File: src/rtl/result_ascii_formatter_pkg.sv
// Shared definitions for the result ASCII formatter.
//   state_t      : top-level FSM state encoding
//   ASCII_ZERO   : code of the character '0'
//   DEF_WIDTH    : default binary input width
//   DEF_DIGITS   : default BCD digit count
//   cnt_width()  : width of a counter that must hold the value w
package result_ascii_formatter_pkg;

  localparam int         DEF_WIDTH  = 16;
  localparam int         DEF_DIGITS = 5;
  localparam logic [7:0] ASCII_ZERO = 8'h30;

  typedef enum logic [1:0] {
    IDLE    = 2'd0,
    CONVERT = 2'd1,
    SEND    = 2'd2,
    DONE    = 2'd3
  } state_t;

  function automatic int cnt_width(input int w);
    return $clog2(w + 1);
  endfunction

  localparam int DEF_CNT_W = cnt_width(DEF_WIDTH);

endpackage

File: src/rtl/result_ascii_formatter_dabble_step.sv
// One double-dabble iteration (purely combinational).
//   i_bcd : DIGITS packed BCD digits before the step
//   i_bin : remaining binary bits before the step
//   o_bcd : digits after add-3 correction and the 1-bit left shift
//   o_bin : binary bits after the shift
module dabble_step
  import result_ascii_formatter_pkg::*;
#(
  parameter int WIDTH  = DEF_WIDTH,
  parameter int DIGITS = DEF_DIGITS
) (
  input  logic [4*DIGITS-1:0] i_bcd,
  input  logic [WIDTH-1:0]    i_bin,
  output logic [4*DIGITS-1:0] o_bcd,
  output logic [WIDTH-1:0]    o_bin
);

  localparam int BCD_W = 4 * DIGITS;

  logic [BCD_W-1:0]       w_adj;
  logic [BCD_W+WIDTH-1:0] w_cat;

  // Digits are at most 9 entering the step, so +3 never exceeds 4 bits.
  always_comb begin
    w_adj = '0;
    for (int i = 0; i < DIGITS; i++) begin
      if (i_bcd[4*i +: 4] >= 4'd5)
        w_adj[4*i +: 4] = i_bcd[4*i +: 4] + 4'd3;
      else
        w_adj[4*i +: 4] = i_bcd[4*i +: 4];
    end
  end

  assign w_cat = {w_adj, i_bin} << 1;
  assign o_bcd = w_cat[BCD_W+WIDTH-1:WIDTH];
  assign o_bin = w_cat[WIDTH-1:0];

endmodule

File: src/rtl/result_ascii_formatter.sv
// Binary-to-decimal ASCII formatter with leading-zero suppression.
//   clk        : system clock, rising edge
//   rst        : asynchronous active-low reset
//   start      : conversion request, honoured only in IDLE
//   value      : binary result, captured when start is accepted
//   busy       : high whenever the FSM is not in IDLE
//   char_valid : char_data/char_last hold a character
//   char_data  : ASCII digit, '0' + BCD digit
//   char_last  : final character of the value
//   char_ready : consumer accepts the character
//   done       : one-cycle pulse after the last character transfers
//
// state   | meaning
// IDLE    | waiting for start
// CONVERT | one double-dabble step per cycle, WIDTH cycles
// SEND    | streaming digits from the first non-zero one down to digit 0
// DONE    | done pulse, then back to IDLE
module result_ascii_formatter
  import result_ascii_formatter_pkg::*;
#(
  parameter int WIDTH  = DEF_WIDTH,
  parameter int DIGITS = DEF_DIGITS
) (
  input  logic             clk,
  input  logic             rst,
  input  logic             start,
  input  logic [WIDTH-1:0] value,
  output logic             busy,
  output logic             char_valid,
  output logic [7:0]       char_data,
  output logic             char_last,
  input  logic             char_ready,
  output logic             done
);

  localparam int BCD_W = 4 * DIGITS;
  localparam int CNT_W = cnt_width(WIDTH);
  localparam int PTR_W = (DIGITS > 1) ? $clog2(DIGITS) : 1;

  state_t             r_state;
  state_t             w_state_next;
  logic [WIDTH-1:0]   r_shift;
  logic [BCD_W-1:0]   r_bcd;
  logic [CNT_W-1:0]   r_cnt;
  logic [PTR_W-1:0]   r_ptr;

  logic [BCD_W-1:0]   w_bcd_step;
  logic [WIDTH-1:0]   w_bin_step;
  logic [PTR_W-1:0]   w_lead_ptr;
  logic [3:0]         w_digit;
  logic               w_last_step;

  dabble_step #(
    .WIDTH  (WIDTH),
    .DIGITS (DIGITS)
  ) u_dabble_step (
    .i_bcd (r_bcd),
    .i_bin (r_shift),
    .o_bcd (w_bcd_step),
    .o_bin (w_bin_step)
  );

  assign w_last_step = (r_cnt == CNT_W'(1));

  // Highest non-zero digit of the final step's result; defaults to digit 0
  // so an all-zero value still emits a single '0'.
  always_comb begin
    w_lead_ptr = '0;
    for (int i = 0; i < DIGITS; i++) begin
      if (w_bcd_step[4*i +: 4] != 4'd0)
        w_lead_ptr = PTR_W'(i);
    end
  end

  always_comb begin
    w_digit = '0;
    for (int i = 0; i < DIGITS; i++) begin
      if (r_ptr == PTR_W'(i))
        w_digit = r_bcd[4*i +: 4];
    end
  end

  always_ff @(posedge clk or negedge rst) begin
    if (!rst)
      r_state <= IDLE;
    else
      r_state <= w_state_next;
  end

  // Outputs decode registered state only, so char_valid never depends
  // on char_ready and data/last stay put during a stall.
  always_comb begin
    w_state_next = r_state;
    busy         = (r_state != IDLE);
    char_valid   = 1'b0;
    char_data    = 8'h00;
    char_last    = 1'b0;
    done         = 1'b0;
    case (r_state)
      IDLE: begin
        if (start)
          w_state_next = CONVERT;
      end
      CONVERT: begin
        if (w_last_step)
          w_state_next = SEND;
      end
      SEND: begin
        char_valid = 1'b1;
        char_data  = ASCII_ZERO + {4'h0, w_digit};
        char_last  = (r_ptr == '0);
        if (char_ready && (r_ptr == '0))
          w_state_next = DONE;
      end
      DONE: begin
        done         = 1'b1;
        w_state_next = IDLE;
      end
      default: w_state_next = IDLE;
    endcase
  end

  always_ff @(posedge clk or negedge rst) begin
    if (!rst) begin
      r_shift <= '0;
      r_bcd   <= '0;
      r_cnt   <= '0;
      r_ptr   <= '0;
    end else begin
      case (r_state)
        IDLE: begin
          if (start) begin
            r_shift <= value;
            r_bcd   <= '0;
            r_cnt   <= CNT_W'(WIDTH);
          end
        end
        CONVERT: begin
          r_shift <= w_bin_step;
          r_bcd   <= w_bcd_step;
          r_cnt   <= r_cnt - 1'b1;
          if (w_last_step)
            r_ptr <= w_lead_ptr;
        end
        SEND: begin
          if (char_ready && (r_ptr != '0))
            r_ptr <= r_ptr - 1'b1;
        end
        default: ;
      endcase
    end
  end

endmodule

File: config.mk
export PLATFORM = sky130hd
export DESIGN_NAME = result_ascii_formatter
export DESIGN_NICKNAME = d
export VERILOG_FILES = /design/src/rtl/result_ascii_formatter_pkg.sv /design/src/rtl/result_ascii_formatter_dabble_step.sv /design/src/rtl/result_ascii_formatter.sv
export SDC_FILE = /design/constraint.sdc
export NUM_CORES = 1
export LEC_CHECK = 0
export ABC_CLOCK_PERIOD_IN_PS = 3000
export CAP_MARGIN = 20
export CORE_MARGIN = 8
export CORE_UTILIZATION = 45
export DETAILED_ROUTE_END_ITERATION = 6
export PLACE_DENSITY = 0.76
export SKIP_CTS_REPAIR_TIMING = 1
export SYNTH_ARGS = -nofsm -noshare
export SYNTH_HDL_FRONTEND = slang
export SYNTH_SLANG_ARGS = --single-unit
File: constraint.sdc
create_clock -name clk -period 3 [get_ports clk]
set_clock_uncertainty 0.05 [all_clocks]
set_input_delay 0.3 -clock clk [delete_from_list [all_inputs] [get_ports clk]]
set_output_delay 0.3 -clock clk [all_outputs]
set_load 0.02 [all_outputs]
==> metrics.md <==
| Metric | Value |
|---|---|
| Status | finished clean |
| Req. time, crit path | 2.65 ns |
| Worst Path Max Fanout | 8 |
| Final Non-Filler Cells | around 430 |
| Max VDD drop | 0.0006894 V |
| # rows | 29 |
| Clock buffer count from CTS | 5 |
| CTS tree | yes |
| GR Util All Layers | 15.32% |
| Root Buffer | clkbuf_8 |
| Largest net degree at the start of global routing | 47 |
| Crit Path Category | reg -> out |
| DP HPWL | 4.797 mm |
| Syn Inst Count | 322 |
| ANT nets after route | 0 |
| Most frequent CP cell | a21oi_1 |
| Htree depth | 2 |
| Family with the most delay on the worst path | buffers and inverters |
| Share of cells above drive strength 1 | 6.609% |
| Synth top area share | 39.78% |
| Slew headroom | 47.70% |
| Final period utilization | between 90% and 100% |
| Drt pass-1 iters | 4 |
| Most frequent cells in the layout | 46 x dfrtp_1, 41 x nand2_1, 28 x o21ai_0, 27 x clkdlybuf4s50_1, 24 x a21oi_1 |
| P_int | 1.672 mW |
| Final min period | 2.762 ns |
| Reg2reg end | r_cnt[3]$_DFFE_PN0P_ |
| Worst slew pin tran | 0.7844 ns |
| Mapped cell area | 2894 um^2 |
| Synth unique cells | a little over 40 |
| Vias | roughly 2400 |
| YS warnings | 0 |
| GR Overflow Total | 0 |
| Reg power frac | 34.4% |
| Seq cells post-synth | 46 |
| Final Hold Viols | 0 |
| N_diodes | 0 |
| Mapped Avg Cell Area | 8.988 um^2 |
| Final net count | about 390 |
| CTS max path bufs | 2 |
| Iter 0 DRT Violations | roughly 130 |
| Cell breakdown of the critical path | inv_1 -> ha_1 -> nand3b_1 -> a21oi_1 -> a21oi_1 -> o21ai_0 -> o211a_1 -> clkdlybuf4s50_1 |
| Top cells by area, synth | dfrtp_1 40%, ha_1 9.1%, mux2i_1 5.9% |
| Reg2reg setup slack | 0.83 ns |
| Slowest-stage cell, CP | clkdlybuf4s50_1 |
| First-pass GRT wire length | 11.27 mm |
| Buf/Inv on CP | 2 |
| Initial core utilization | 46.10% |
| Top-Level Pins | 32 |
| Fin Setup TNS | 0 ns |
| Max_cap viols | 0 |
| Synth-to-Final Area Change | 15.82% |
| LEAKAGE | 1.469 nW |
| DR vias/cell | between 5 and 6 |
| Remaining DRCs | 0 |
| Worst setup SP type | flip-flop |
| Gate power share | between 50% and 60% |
| R2R cell count | 7 |
| RD Place Congestion | 0.8461 |
| Per-cell routed wire length | 15.12 um |
| Die Y-Extent | 96.20 um |
| Final hold slack | 0.3043 ns |
| Clk sinks | 46 |
| Setup violations, final | 0 |
| CP endpoint kind | output port |
| RSZ-0062 raised after global routing | false |
| Worst path max stage delay | about 0.59 ns |
| Port bufs | 29 |
| Final Util | 53.40% |
| Stages on the worst setup path | 8 |
| RR Startpoint | r_state[0]$_DFFE_PN0P_ |
| Clk pwr share | 12.9% |
| Overall routed net length | 6.427 mm |
| Final Max Tran Viols | 0 |
| P per Cell Area | 905.2 nW/um^2 |
| Worst Hold Class | in -> async |
| Skew-Pair Late Insertion Delay | about 0.31 ns |
| Clk slew on worst S/H paths | 0.09 ns |
| Die area | 9253 um^2 |
| Vias in the first global route | 2350 |
| Commonest non-fill, non-tap cell in the layout | dfrtp_1 |
| Post-synth EDFFs | 0 |
| Core Area | 6277 um^2 |
| Worst Path Arrival | 2.41 ns |
| Die width | 96.20 um |
| Asr flop ratio synth | 100.0% |
| Switching share of power | between 40% and 50% |
| Ys flop type | dfrtp_1 |
| Placed cells | 415 |
| Post-synthesis sequential area ratio | 39.78% |
| Switching power | ~1.4 mW |
| Initial antenna violation count | 0 |
| Synth area leader | dfrtp_1 |
| Max Fclk | between 300 and 400 MHz |
## sequential cells by signal, summed over array words and instances, names as in the netlist
| name | cells |
|---|---|
| r_cnt | 5 |
| r_shift | 16 |
| r_bcd | 20 |
| r_ptr | 3 |
| r_state | 2 |
## cells in the mapped netlist, types with 4 or more instances
library cell  count
buf_4             4
nand2_1          41
nor3b_1           8
nand3b_1          5
dfrtp_1          46
o21ai_0          28
nand2b_1          8
o22ai_1          17
ha_1             21
clkbuf_1          9
a21oi_1          24
nor2_1           16
o21ai_1           7
mux2i_1          17
buf_2             6
inv_1            21
xnor2_1           6
## cells by family (layout without fill, tap and decap cells)
kind of cell / Yosys count / count (layout) / synth area share [%]
compound gates: 97 / 97 / 20.58
simple gates: 92 / 92 / 16.17
flops: 46 / 46 / 39.78
buf+inv: 40 / 65 / 5.966
fa+ha+maj: 21 / 21 / 9.079
mux: 17 / 17 / 5.880
xor+xnor: 8 / 8 / 2.421
other cells: 1 / 2 / 0.1296
## power by group through the flow
stage               Sequential, mW  Clock (mW)  Combinational (mW)
detailed placement            1.05           0                1.60
CTS                           1.04       0.401                1.61
finish                        1.04       0.390                1.60
floorplan                    0.982           0                1.22
global placement              1.04           0                1.55
global route                  1.07       0.431                1.81
## how the worst max path moves through the flow
stage,slack (ns),end,startpoint
5_1_grt,0.08,char_data[3],r_ptr[1]$_DFFE_PN0P_
6_report,0.24,char_data[3],r_ptr[1]$_DFFE_PN0P_
3_5_place_dp,0.53,char_data[3],r_ptr[0]$_DFFE_PN0P_
2_1_floorplan,0.86,char_data[1],r_ptr[0]$_DFFE_PN0P_
4_1_cts,0.18,char_data[3],r_ptr[0]$_DFFE_PN0P_
3_3_place_gp,0.60,char_data[1],r_ptr[0]$_DFFE_PN0P_
## final cells by class
type	instances	area, um^2
Timing Repair Buffer	36	355.3
Tap cell	77	96.34
Multi-Input combinational cell	237	1580
Clock inverter	3	21.27
Fill cell	567	2925
Sequential cell	46	1151
Inverter	21	78.83
Clock buffer	5	68.82
## metal layers
metal	track usage, %	share of wire [%]	vias to the layer above
met5	0	0	-
met4	4.738	1.1	0
met3	2.886	3.1	8
met2	24.86	49	40
met1	20.11	47	1148
li1	-	-	1174
## through the flow
stage,setup slack (ns),power (mW),area [um^2]
floorplan,0.8553,2.201,2898
global placement,0.5963,2.593,3227
detailed placement,0.5301,2.654,3227
CTS,0.1751,3.052,3317
global route,0.07965,3.318,3352
finish,0.2379,3.034,3352
No activity file was read; power rests on OpenSTA's default activity.
